==> src/rtl/eco_msg_parser_pkg.sv <==
// Shared constants and types for the CSL/SAM frame parser.
package eco_msg_pkg;

  localparam int unsigned NODE_W = 5;

  localparam logic [7:0] CH_C    = 8'h43;
  localparam logic [7:0] CH_S    = 8'h53;
  localparam logic [7:0] CH_L    = 8'h4C;
  localparam logic [7:0] CH_A    = 8'h41;
  localparam logic [7:0] CH_M    = 8'h4D;
  localparam logic [7:0] CH_DASH = 8'h2D;
  localparam logic [7:0] CH_0    = 8'h30;
  localparam logic [7:0] CH_9    = 8'h39;

  typedef enum logic [2:0] {
    ST_IDLE, ST_HDR2, ST_HDR3, ST_SEP, ST_DIG_HI, ST_DIG_LO, ST_TERM
  } state_e;

  typedef enum logic {
    FT_CSL, FT_SAM
  } frame_e;

  function automatic logic is_digit(input logic [7:0] c);
    return (c >= CH_0) && (c <= CH_9);
  endfunction

endpackage

==> src/rtl/eco_msg_parser_if.sv <==
// Byte input and decoded-frame outputs of the parser.
interface eco_msg_parser_if;
  logic [7:0]                     rx_data;
  logic                           rx_valid;
  logic                           csl_valid;
  logic [eco_msg_pkg::NODE_W-1:0] csl_start;
  logic [eco_msg_pkg::NODE_W-1:0] csl_end;
  logic [eco_msg_pkg::NODE_W-1:0] csl_prev_node_of_end_point;
  logic                           sam_valid;
  logic [eco_msg_pkg::NODE_W-1:0] sam_pick;
  logic [eco_msg_pkg::NODE_W-1:0] sam_place;
  logic [1:0]                     subunit;
  logic                           frame_err;

  // UART side: drives bytes, observes decoded results
  modport master (
    output rx_data, rx_valid,
    input  csl_valid, csl_start, csl_end, csl_prev_node_of_end_point,
    input  sam_valid, sam_pick, sam_place, subunit, frame_err
  );

  // Parser side
  modport slave (
    input  rx_data, rx_valid,
    output csl_valid, csl_start, csl_end, csl_prev_node_of_end_point,
    output sam_valid, sam_pick, sam_place, subunit, frame_err
  );
endinterface

==> src/rtl/eco_msg_parser_ascii2_to_node.sv <==
// Two ASCII decimal digits -> 7-bit value, with digit and range flags.
module ascii2_to_node
  import eco_msg_pkg::*;
#(
  parameter int unsigned MAX_NODE = 31
) (
  input  logic [7:0] hi_ch,
  input  logic [7:0] lo_ch,
  output logic [6:0] value,
  output logic       not_digit,
  output logic       out_of_range
);

  // ASCII digits sit at 0x30..0x39, so the low nibble is the digit value
  always_comb begin
    not_digit    = !is_digit(hi_ch) || !is_digit(lo_ch);
    value        = 7'(hi_ch[3:0]) * 7'd10 + 7'(lo_ch[3:0]);
    out_of_range = !not_digit && (value > 7'(MAX_NODE));
  end

endmodule

==> src/rtl/eco_msg_parser.sv <==
// CSL/SAM fixed-format frame parser with shadowed, registered outputs.
module eco_msg_parser
  import eco_msg_pkg::*;
#(
  parameter int unsigned MAX_NODE  = 31,
  parameter logic [7:0]  TERM_CHAR = 8'h23
) (
  input logic             clk,
  input logic             rst_n,
  eco_msg_parser_if.slave bus
);

  state_e                  state_q, state_d;
  frame_e                  ftype_q, ftype_d;
  logic [1:0]              idx_q, idx_d;
  logic                    done_q, done_d;      // all fields in, awaiting '-' then terminator
  logic [7:0]              hi_q, hi_d;
  logic [2:0][NODE_W-1:0]  shadow_q, shadow_d;
  logic                    csl_valid_q, csl_valid_d;
  logic                    sam_valid_q, sam_valid_d;
  logic                    frame_err_q, frame_err_d;
  logic [NODE_W-1:0]       csl_start_q, csl_start_d;
  logic [NODE_W-1:0]       csl_end_q, csl_end_d;
  logic [NODE_W-1:0]       csl_prev_q, csl_prev_d;
  logic [NODE_W-1:0]       sam_pick_q, sam_pick_d;
  logic [NODE_W-1:0]       sam_place_q, sam_place_d;
  logic [1:0]              subunit_q, subunit_d;

  logic [6:0] conv_val;
  logic       conv_bad_digit, conv_range;
  logic       err;
  logic [1:0] last_idx;

  ascii2_to_node #(.MAX_NODE(MAX_NODE)) u_conv (
    .hi_ch       (hi_q),
    .lo_ch       (bus.rx_data),
    .value       (conv_val),
    .not_digit   (conv_bad_digit),
    .out_of_range(conv_range)
  );

  assign last_idx = (ftype_q == FT_CSL) ? 2'd2 : 2'd1;

  // Next-state: header/field matching, error restart, and frame publish
  always_comb begin
    state_d     = state_q;
    ftype_d     = ftype_q;
    idx_d       = idx_q;
    done_d      = done_q;
    hi_d        = hi_q;
    shadow_d    = shadow_q;
    csl_start_d = csl_start_q;
    csl_end_d   = csl_end_q;
    csl_prev_d  = csl_prev_q;
    sam_pick_d  = sam_pick_q;
    sam_place_d = sam_place_q;
    subunit_d   = subunit_q;
    csl_valid_d = 1'b0;
    sam_valid_d = 1'b0;
    frame_err_d = 1'b0;
    err         = 1'b0;

    if (bus.rx_valid) begin
      case (state_q)
        ST_HDR2: begin
          if (bus.rx_data == ((ftype_q == FT_CSL) ? CH_S : CH_A)) state_d = ST_HDR3;
          else err = 1'b1;
        end
        ST_HDR3: begin
          if (bus.rx_data == ((ftype_q == FT_CSL) ? CH_L : CH_M)) state_d = ST_SEP;
          else err = 1'b1;
        end
        ST_SEP: begin
          if (bus.rx_data == CH_DASH) state_d = done_q ? ST_TERM : ST_DIG_HI;
          else err = 1'b1;
        end
        ST_DIG_HI: begin
          if (is_digit(bus.rx_data)) begin
            hi_d    = bus.rx_data;
            state_d = ST_DIG_LO;
          end else begin
            err = 1'b1;
          end
        end
        ST_DIG_LO: begin
          if (conv_bad_digit || conv_range) begin
            err = 1'b1;
          end else begin
            shadow_d[idx_q] = conv_val[NODE_W-1:0];
            if (idx_q == last_idx) done_d = 1'b1;
            else                   idx_d  = idx_q + 2'd1;
            state_d = ST_SEP;
          end
        end
        ST_TERM: begin
          if (bus.rx_data == TERM_CHAR) begin
            if (ftype_q == FT_CSL) begin
              csl_start_d = shadow_q[0];
              csl_end_d   = shadow_q[1];
              csl_prev_d  = shadow_q[2];
              csl_valid_d = 1'b1;
              subunit_d   = 2'd0;
            end else begin
              sam_pick_d  = shadow_q[0];
              sam_place_d = shadow_q[1];
              sam_valid_d = 1'b1;
              subunit_d   = (subunit_q == 2'd3) ? 2'd3 : subunit_q + 2'd1;
            end
            state_d = ST_IDLE;
            idx_d   = 2'd0;
            done_d  = 1'b0;
          end else begin
            err = 1'b1;
          end
        end
        default: ;
      endcase

      // Idle bytes and the byte that broke a frame both get a chance to start one
      if (state_q == ST_IDLE || err) begin
        if (err) begin
          frame_err_d = 1'b1;
          shadow_d    = '0;
          idx_d       = 2'd0;
          done_d      = 1'b0;
        end
        state_d = ST_IDLE;
        if (bus.rx_data == CH_C) begin
          state_d = ST_HDR2;
          ftype_d = FT_CSL;
        end else if (bus.rx_data == CH_S) begin
          state_d = ST_HDR2;
          ftype_d = FT_SAM;
        end
      end
    end
  end

  // State and output registers
  always_ff @(posedge clk or negedge rst_n) begin
    if (!rst_n) begin
      state_q     <= ST_IDLE;
      ftype_q     <= FT_CSL;
      idx_q       <= 2'd0;
      done_q      <= 1'b0;
      hi_q        <= 8'd0;
      shadow_q    <= '0;
      csl_valid_q <= 1'b0;
      sam_valid_q <= 1'b0;
      frame_err_q <= 1'b0;
      csl_start_q <= '0;
      csl_end_q   <= '0;
      csl_prev_q  <= '0;
      sam_pick_q  <= '0;
      sam_place_q <= '0;
      subunit_q   <= 2'd0;
    end else begin
      state_q     <= state_d;
      ftype_q     <= ftype_d;
      idx_q       <= idx_d;
      done_q      <= done_d;
      hi_q        <= hi_d;
      shadow_q    <= shadow_d;
      csl_valid_q <= csl_valid_d;
      sam_valid_q <= sam_valid_d;
      frame_err_q <= frame_err_d;
      csl_start_q <= csl_start_d;
      csl_end_q   <= csl_end_d;
      csl_prev_q  <= csl_prev_d;
      sam_pick_q  <= sam_pick_d;
      sam_place_q <= sam_place_d;
      subunit_q   <= subunit_d;
    end
  end

  assign bus.csl_valid                  = csl_valid_q;
  assign bus.csl_start                  = csl_start_q;
  assign bus.csl_end                    = csl_end_q;
  assign bus.csl_prev_node_of_end_point = csl_prev_q;
  assign bus.sam_valid                  = sam_valid_q;
  assign bus.sam_pick                   = sam_pick_q;
  assign bus.sam_place                  = sam_place_q;
  assign bus.subunit                    = subunit_q;
  assign bus.frame_err                  = frame_err_q;

endmodule

==> src/flat_wrapper.sv <==
// flat-port wrapper written by rule: the top's interface ports become plain ports
module eco_msg_parser_flat import eco_msg_pkg::*;
#(
  parameter int unsigned MAX_NODE  = 31,
  parameter logic [7:0]  TERM_CHAR = 8'h23
)
  (clk, rst_n, bus_rx_data, bus_rx_valid, bus_csl_valid, bus_csl_start, bus_csl_end, bus_csl_prev_node_of_end_point, bus_sam_valid, bus_sam_pick, bus_sam_place, bus_subunit, bus_frame_err);
  eco_msg_parser_if bus_i ();
  input logic clk;
  input logic rst_n;
  input wire logic [$bits(bus_i.rx_data)-1:0] bus_rx_data;
  input wire logic [$bits(bus_i.rx_valid)-1:0] bus_rx_valid;
  output wire logic [$bits(bus_i.csl_valid)-1:0] bus_csl_valid;
  output wire logic [$bits(bus_i.csl_start)-1:0] bus_csl_start;
  output wire logic [$bits(bus_i.csl_end)-1:0] bus_csl_end;
  output wire logic [$bits(bus_i.csl_prev_node_of_end_point)-1:0] bus_csl_prev_node_of_end_point;
  output wire logic [$bits(bus_i.sam_valid)-1:0] bus_sam_valid;
  output wire logic [$bits(bus_i.sam_pick)-1:0] bus_sam_pick;
  output wire logic [$bits(bus_i.sam_place)-1:0] bus_sam_place;
  output wire logic [$bits(bus_i.subunit)-1:0] bus_subunit;
  output wire logic [$bits(bus_i.frame_err)-1:0] bus_frame_err;
  assign bus_i.rx_data = bus_rx_data;
  assign bus_i.rx_valid = bus_rx_valid;
  assign bus_csl_valid = bus_i.csl_valid;
  assign bus_csl_start = bus_i.csl_start;
  assign bus_csl_end = bus_i.csl_end;
  assign bus_csl_prev_node_of_end_point = bus_i.csl_prev_node_of_end_point;
  assign bus_sam_valid = bus_i.sam_valid;
  assign bus_sam_pick = bus_i.sam_pick;
  assign bus_sam_place = bus_i.sam_place;
  assign bus_subunit = bus_i.subunit;
  assign bus_frame_err = bus_i.frame_err;
  eco_msg_parser #(.MAX_NODE(MAX_NODE), .TERM_CHAR(TERM_CHAR)) u_core (.clk(clk), .rst_n(rst_n), .bus(bus_i));
endmodule
==> config.mk <==
export PLATFORM = sky130hd
export DESIGN_NAME = eco_msg_parser_flat
export DESIGN_NICKNAME = d
export VERILOG_FILES = /design/src/rtl/eco_msg_parser_pkg.sv /design/src/rtl/eco_msg_parser_if.sv /design/src/rtl/eco_msg_parser_ascii2_to_node.sv /design/src/rtl/eco_msg_parser.sv /design/src/flat_wrapper.sv
export SDC_FILE = /design/constraint.sdc
export NUM_CORES = 1
export LEC_CHECK = 0
export CELL_PAD_IN_SITES_DETAIL_PLACEMENT = 0
export CELL_PAD_IN_SITES_GLOBAL_PLACEMENT = 1
export CORE_ASPECT_RATIO = 1.2
export CORE_MARGIN = 1
export CORE_UTILIZATION = 41
export CTS_BUF_LIST = sky130_fd_sc_hd__clkbuf_8
export DETAILED_ROUTE_END_ITERATION = 12
export PLACE_DENSITY = 0.82
export SLEW_MARGIN = 0
export SYNTH_ARGS = -nofsm -noshare
export SYNTH_HDL_FRONTEND = slang
export SYNTH_SLANG_ARGS = --single-unit
==> constraint.sdc <==
create_clock -name clk -period 2.55 [get_ports clk]
set_input_delay 0.255 -clock clk [delete_from_list [all_inputs] [get_ports clk]]
set_output_delay 0.255 -clock clk [all_outputs]
set_load 0.05 [all_outputs]
After elaboration in Yosys (flattened, before gate mapping)
Index checks and enable logic that the tools add are counted.
{ "totals": {"register_bits": 60, "input_bits": 11, "output_inout_bits": 30, "wordCells": 124} }
{ "op_classes": {"addsub": 3, "n_mul": 1, "magnitude_cmp": 7, "n_eq_ne": 20, "n_mux": 56, "bitwise": 1, "reduce_logical": 19} }
{ "op_table": {"columns": ["cell", "count"], "rows": [
  ["15-bit two-way mux", 4],
  ["1-bit two-way mux", 27],
  ["3-bit two-way mux", 8],
  ["2-bit two-way mux", 9],
  ["3-bit case mux with 6 select lines", 1],
  ["8-bit by 6-bit equality test with 1-bit output, second input constant", 2],
  ["8-bit by 7-bit equality test with 1-bit output, second input constant", 2],
  ["8-bit equality test", 2],
  ["8-bit by 6-bit >= comparator with 1-bit output, second input constant", 2],
  ["8-bit by 6-bit <= comparator with 1-bit output, second input constant", 2],
  ["15-bit bitwise mux", 1],
  ["3-bit by 1-bit inequality test with 1-bit output, second input constant", 5],
  ["5-bit demux with 2-bit select", 1],
  ["5-bit two-way mux", 2],
  ["3-bit equality test, second input constant", 3],
  ["3-bit AND reduction", 3],
  ["4-bit AND reduction", 2],
  ["8-bit AND reduction", 1],
  ["7-bit by 4-bit adder with 7-bit output", 1],
  ["7-bit by 5-bit greater-than comparator with 1-bit output, second input constant", 1],
  ["7-bit nonzero test", 1],
  ["3-bit by 2-bit equality test with 1-bit output, second input constant", 2],
  ["4-bit by 3-bit multiplier with 6-bit output, second input constant", 1],
  ["1-bit case mux with 6 select lines", 1],
  ["other kinds (15)", 23]
]} }

Depth between registers and ports, before layout
Gate-level depths: netlist (run 1).
{ "logic_depth": {"depth_word": 13, "depth_mapped": 9, "depth_no_buf": 9} }

By module
A second synthesis (run 1) with hierarchy kept.
{ "unflattened": {"hier_cells": 280, "hier_area_um2": 3056.7} }
{ "modules_own_cells": {"columns": ["module", "instances", "cells_each", "area_per_inst_um2", "seq_area_each_um2"], "rows": [
  ["eco_msg_parser", 1, 247, 2778.9, 1501.4],
  ["ascii2_to_node", 1, 33, 277.8, 0.0]
]} }

Worst setup path after synthesis (run 1)
OpenSTA, ideal clock, no wires.
{ "synth_timing": {"kind": "register to register", "start": "reg u_core.hi_q[1]", "end": "reg u_core.shadow_q[10] in the netlist's numbering", "setup_time_ns": 0.121, "t_arrival_ns": 2.700, "required_time_ns": 2.429, "setup_slack_ns": -0.271, "path_stages_with_launch": 10, "n_path_buf": 0, "synth_period_minus_slack_ns": 2.821, "cell_sequence": "dfrtp_1 > ha_1 > ha_1 > fa_1 > nand2_1 > a21oi_1 > xor2_1 > a21oi_1 > o31ai_4 > a22o_1"} }
{ "synth_between": {"elab_chain_cells": 12, "elab_cells_between_ends": 19, "cone_classes": "add/sub (1); mul (1); order compare (3); mux (7); reduce/logical (7)"} }
{ "synth_rtl": {"columns": ["item", "line", "source"], "rows": [
  ["from (decl)", "eco_msg_parser.sv:17", "logic [7:0] hi_q, hi_d;"],
  ["from (signal assigned)", "eco_msg_parser.sv:162", "hi_q <= hi_d;"],
  ["parallel branches: the longest is 6 deep, another holds 7-bit by 4-bit adder with 7-bit output", null, null],
  ["1-bit logical OR (*)", "eco_msg_parser.sv:86", "if (conv_bad_digit || conv_range) begin"],
  ["1-bit two-way mux", "eco_msg_parser.sv:86", null],
  ["1-bit case mux with 6 select lines", "eco_msg_parser.sv:64", "case (state_q)"],
  ["1-bit two-way mux", "eco_msg_parser.sv:63", "if (bus.rx_valid) begin"],
  ["15-bit two-way mux / 1-bit logical OR (equally long branches)", "eco_msg_parser.sv:121, eco_msg_parser.sv:120", null],
  ["15-bit two-way mux (*)", "eco_msg_parser.sv:120", "if (state_q == ST_IDLE || err) begin"],
  ["to (signal assigned)", "eco_msg_parser.sv:163", "shadow_q <= shadow_d;"],
  ["to (decl)", "eco_msg_parser.sv:18", "logic [2:0][NODE_W-1:0] shadow_q, shadow_d;"]
]} }
Mark *: on every way between the ends. The select of a mux whose other input is x is not followed.
A chain may end at the register's enable or synchronous reset.

Worst setup path after layout (run 1)
{ "layout_timing": {"start": "reg u_core.hi_q[3]", "end": "reg u_core.shadow_q[7] in the netlist's numbering"} }
Same word-level chain as after synthesis.

==> impl_metrics.ini, run 1 <==
[layout]
antenna_cells = 0
drive_gt1_frac = 0.309
nets = 371
fin_area_um2 = 4210
area_growth_pct = 35.4

[pwr]
p_seq_frac = 0.418
pwr-share-comb = 0.231
switching_share = 0.308
p_leak_nw = 1.92
power_density_nw_per_um2 = 580
p_sw_uw = 752
clockPowerShare = 0.351
total_power_mw = 2.44
irDropWorstVdd_mv = 0.297
intPower_mw = 1.69

[die]
core_um2 = 7320
ios = 41
dieArea_um2 = 7940
num_rows = 34
start_util = 0.425
die_h_um = 97.4
die-width_um = 81.5

[routing]
wl_per_cell_um = 16.1
detail-route-antenna-nets = 0
drt_pass1_iterations = 4
finalWirelength_um = 7140
drtIter0Drc = 115
routed_via_density = 5.52
vias = 2444
drc = 0

[logic_synthesis]
syn-num-nets = 286
synth_cell_types = 63
syn_inst = 263
yosys_warnings = 0
avgSynthCellArea_um2 = 11.8
ys_ff_latch = 60
synth_edf_count = 0
synth_ff_type = dfrtp_1
syn_area_um2 = 3110
yosysSeqAreaShare = 0.483
postSynth.asyncResetShare = 1.00

[clock_network]
cts.sinks = 60
root_buffer = clkbuf_8
clk_path_buf_depth = 2
clkSlewWorstSetupHoldPaths_ns = 0.07
cts_tree = done
cts_buffers = 9
clock_latency_ns = 0.34
htreeDepth = 3

[setup_path]
reg2reg_to = u_core.shadow_q[7]$_DFFE_PN0P_
crit_required_ns = 2.83
cp.arrival_ns = 3.00
cp-start-kind = register
crit_fanout = 5
crit_start = u_core.hi_q[3]$_DFFE_PN0P_
reg2regPathDepth = 10
crit_path_end = u_core.shadow_q[7]$_DFFE_PN0P_
end_kind = register
r2r-start = u_core.hi_q[3]$_DFFE_PN0P_
rrSetupSlack_ns = -0.17
criticalPathCategory = register to register

[job]
maxCapViolCount = 0

[run_status]
status = finished with violations
violations = negative setup slack

[sta]
finClkSkew_ns = 0.00867
setup_viol = 20
tightest_slew_ns = 0.505
fin_crit_sh = 1.07
max_freq_mhz = 368
fin_ws_ns = -0.169
rsz0062_at_grt = yes
hold_viol_final = 0
relSlewSlack = 0.662
period_minus_slack_ns = 2.72
slew_viol_final = 0
setup_tns_ns = -2.48

[hold_path]
hp-class = input pin to async pin

[place]
gp_congestion = 0.863
io_buffer_count = 40
place_hpwl_um = 5200
placed_area_um2 = 3970

[grt]
grt_max_degree = 61
grt_pass1_wl_um = 12100
grt_usage = 0.202
grt_antenna_before_repair = 0
grt_pass1_vias = 2497
grt-ovfl-total = 0
flip-flops by register name, indices dropped and copies added, names as in the netlist:
name / flops
u_core.shadow_q: 15
u_core.hi_q: 8
u_core.bus.csl_end: 5
u_core.bus.csl_prev_node_of_end_point: 5
u_core.bus.csl_start: 5
u_core.bus.sam_pick: 5
u_core.bus.sam_place: 5
u_core.state_q: 3
u_core.bus.subunit: 2
u_core.idx_q: 2
u_core.bus.csl_valid: 1
u_core.bus.frame_err: 1
u_core.bus.sam_valid: 1
u_core.done_q: 1
u_core.ftype_q: 1
worst max-delay path: stages, from the launching register on:
cell and delay [ns]:
dfrtp_1 0.39, ha_1 0.30, ha_2 0.18, fa_2 0.57
nand2_2 0.07, a21oi_4 0.18, xnor2_2 0.19, buf_4 0.18
nor3_4 0.05, o31ai_4 0.34, a32o_1 0.19
metal layers:
layer | share of wire | GRT usage | up-vias
met2 | 0.50 | 0.324 | 64
met4 | 0.013 | 0.0714 | 0
li1 | - | - | 1155
met5 | 0 | 0 | -
met1 | 0.45 | 0.260 | 1214
met3 | 0.040 | 0.0479 | 11
how the worst min path moves through the flow:
stage / start / to / slack, ns
detailed placement: rst_n / u_core.bus.csl_valid$_DFF_PN0_ / 0.29
global route: u_core.hi_q[4]$_DFFE_PN0P_ / u_core.hi_q[4]$_DFFE_PN0P_ / 0.47
CTS: rst_n / u_core.shadow_q[13]$_DFFE_PN0P_ / 0.46
finish: rst_n / u_core.bus.csl_valid$_DFF_PN0_ / 0.45
floorplan: rst_n / u_core.bus.csl_end[0]$_DFFE_PN0P_ / -0.04
global placement: rst_n / u_core.bus.subunit[1]$_DFFE_PN0P_ / 0.29
cell type report:
type,count,area (um2)
fill,603,3100
tap,90,113
sequential,60,1500
timing repair buffer,85,761
clock buffer,9,124
multi-input combinational,184,1610
clock inverter,7,75.1
inverter,8,30.0
stage by stage:
stage                      util  cells  setup slack, ns  hold slack, ns
after floorplan               -    263          -0.0884         -0.0406
after global placement    0.543    424           -0.250           0.286
after detailed placement  0.543    424           -0.322           0.287
after CTS                 0.573    443           -0.166           0.460
after global routing      0.576    443           -0.281           0.469
final                     0.576    443           -0.169           0.450
cells in the mapped netlist, types with 2 or more instances:
library cell   n  share of area
nand3_1        6         0.0097
mux2_1        10          0.036
or3b_1         2         0.0056
ha_1          10          0.040
xor2_1         2         0.0056
xnor2_1        3         0.0084
a21oi_1       11          0.018
nor2b_1        2         0.0040
o21ai_0        8          0.013
and2_1         3         0.0060
mux2_2        20          0.072
clkbuf_1       4         0.0048
or2_1          2         0.0040
buf_4          3         0.0072
o31ai_1        2         0.0048
nand2b_1       3         0.0060
nand3b_1       2         0.0048
nor3_1         6         0.0097
inv_1          8         0.0097
o31ai_4        3          0.021
dfrtp_1       60           0.48
nor4_1         2         0.0040
a2bb2oi_1      2         0.0056
nand2_1       19          0.023
a21o_1         3         0.0072
a22o_1         7          0.020
fa_1           2          0.013
a32o_1        10          0.032
nor2_1        12          0.014
buf_6          2         0.0072
nor3_2         2         0.0064
what timing repair did:
item                                   4_1_cts  5_1_grt
endpoints found under the hold margin       60        0
gates cloned                                 0        0
setup buffers                                2        1
hold buffers                                 1        0
setup endpoints to repair                   22       23
pin swaps                                    8       11
resized for setup                            0        4
power by group through the flow:
stage                     Combinational, mW  Sequential (mW)  Clock (mW)
after floorplan                       0.318             1.04           0
after global placement                0.543             1.04           0
after detailed placement              0.553             1.04           0
after CTS                             0.558             1.02       0.876
after global routing                  0.613             1.02       0.915
final                                 0.565             1.02       0.858
cells by family (layout without fill, tap and decap cells):
logic type,count (synthesis),after routing,share of synthesized area
and+or+nand+nor,73,73,0.133
muxes,30,30,0.109
AOI/OAI and AO/OA,64,64,0.174
adders and majority gates,12,12,0.0531
buffers and inverters,19,109,0.0350
xor gates and xnor gates,5,5,0.0141
DFF,60,60,0.483
cell usage in the layout (no fill, tap or decap), types with 3 or more instances in the layout:
cell type,count
dfrtp_1,60
clkdlybuf4s50_1,39
a21o_1,3
nand3_1,5
o21ai_0,6
inv_1,8
mux2_1,10
mux2_2,20
ha_1,9
clkbuf_8,9
buf_4,42
a32o_1,10
clkinv_4,3
nand2b_1,3
o31ai_4,3
nor2_1,12
and2_1,3
a21oi_1,9
a22o_1,7
nor3_1,6
nand2_1,18
No activity file was read; power rests on OpenSTA's default activity.
==> inputs of run 2 (changes only) <==
Settings changed: CORE_MARGIN 1 to not set.
==> results of run 2 <==
Final layout, timing and power as in run 1 (identical DEF).
==> inputs of run 3 (changes only) <==
Settings changed: SLEW_MARGIN 0 to 10.
==> results of run 3 <==
Final layout, timing and power as in run 1 (identical DEF).
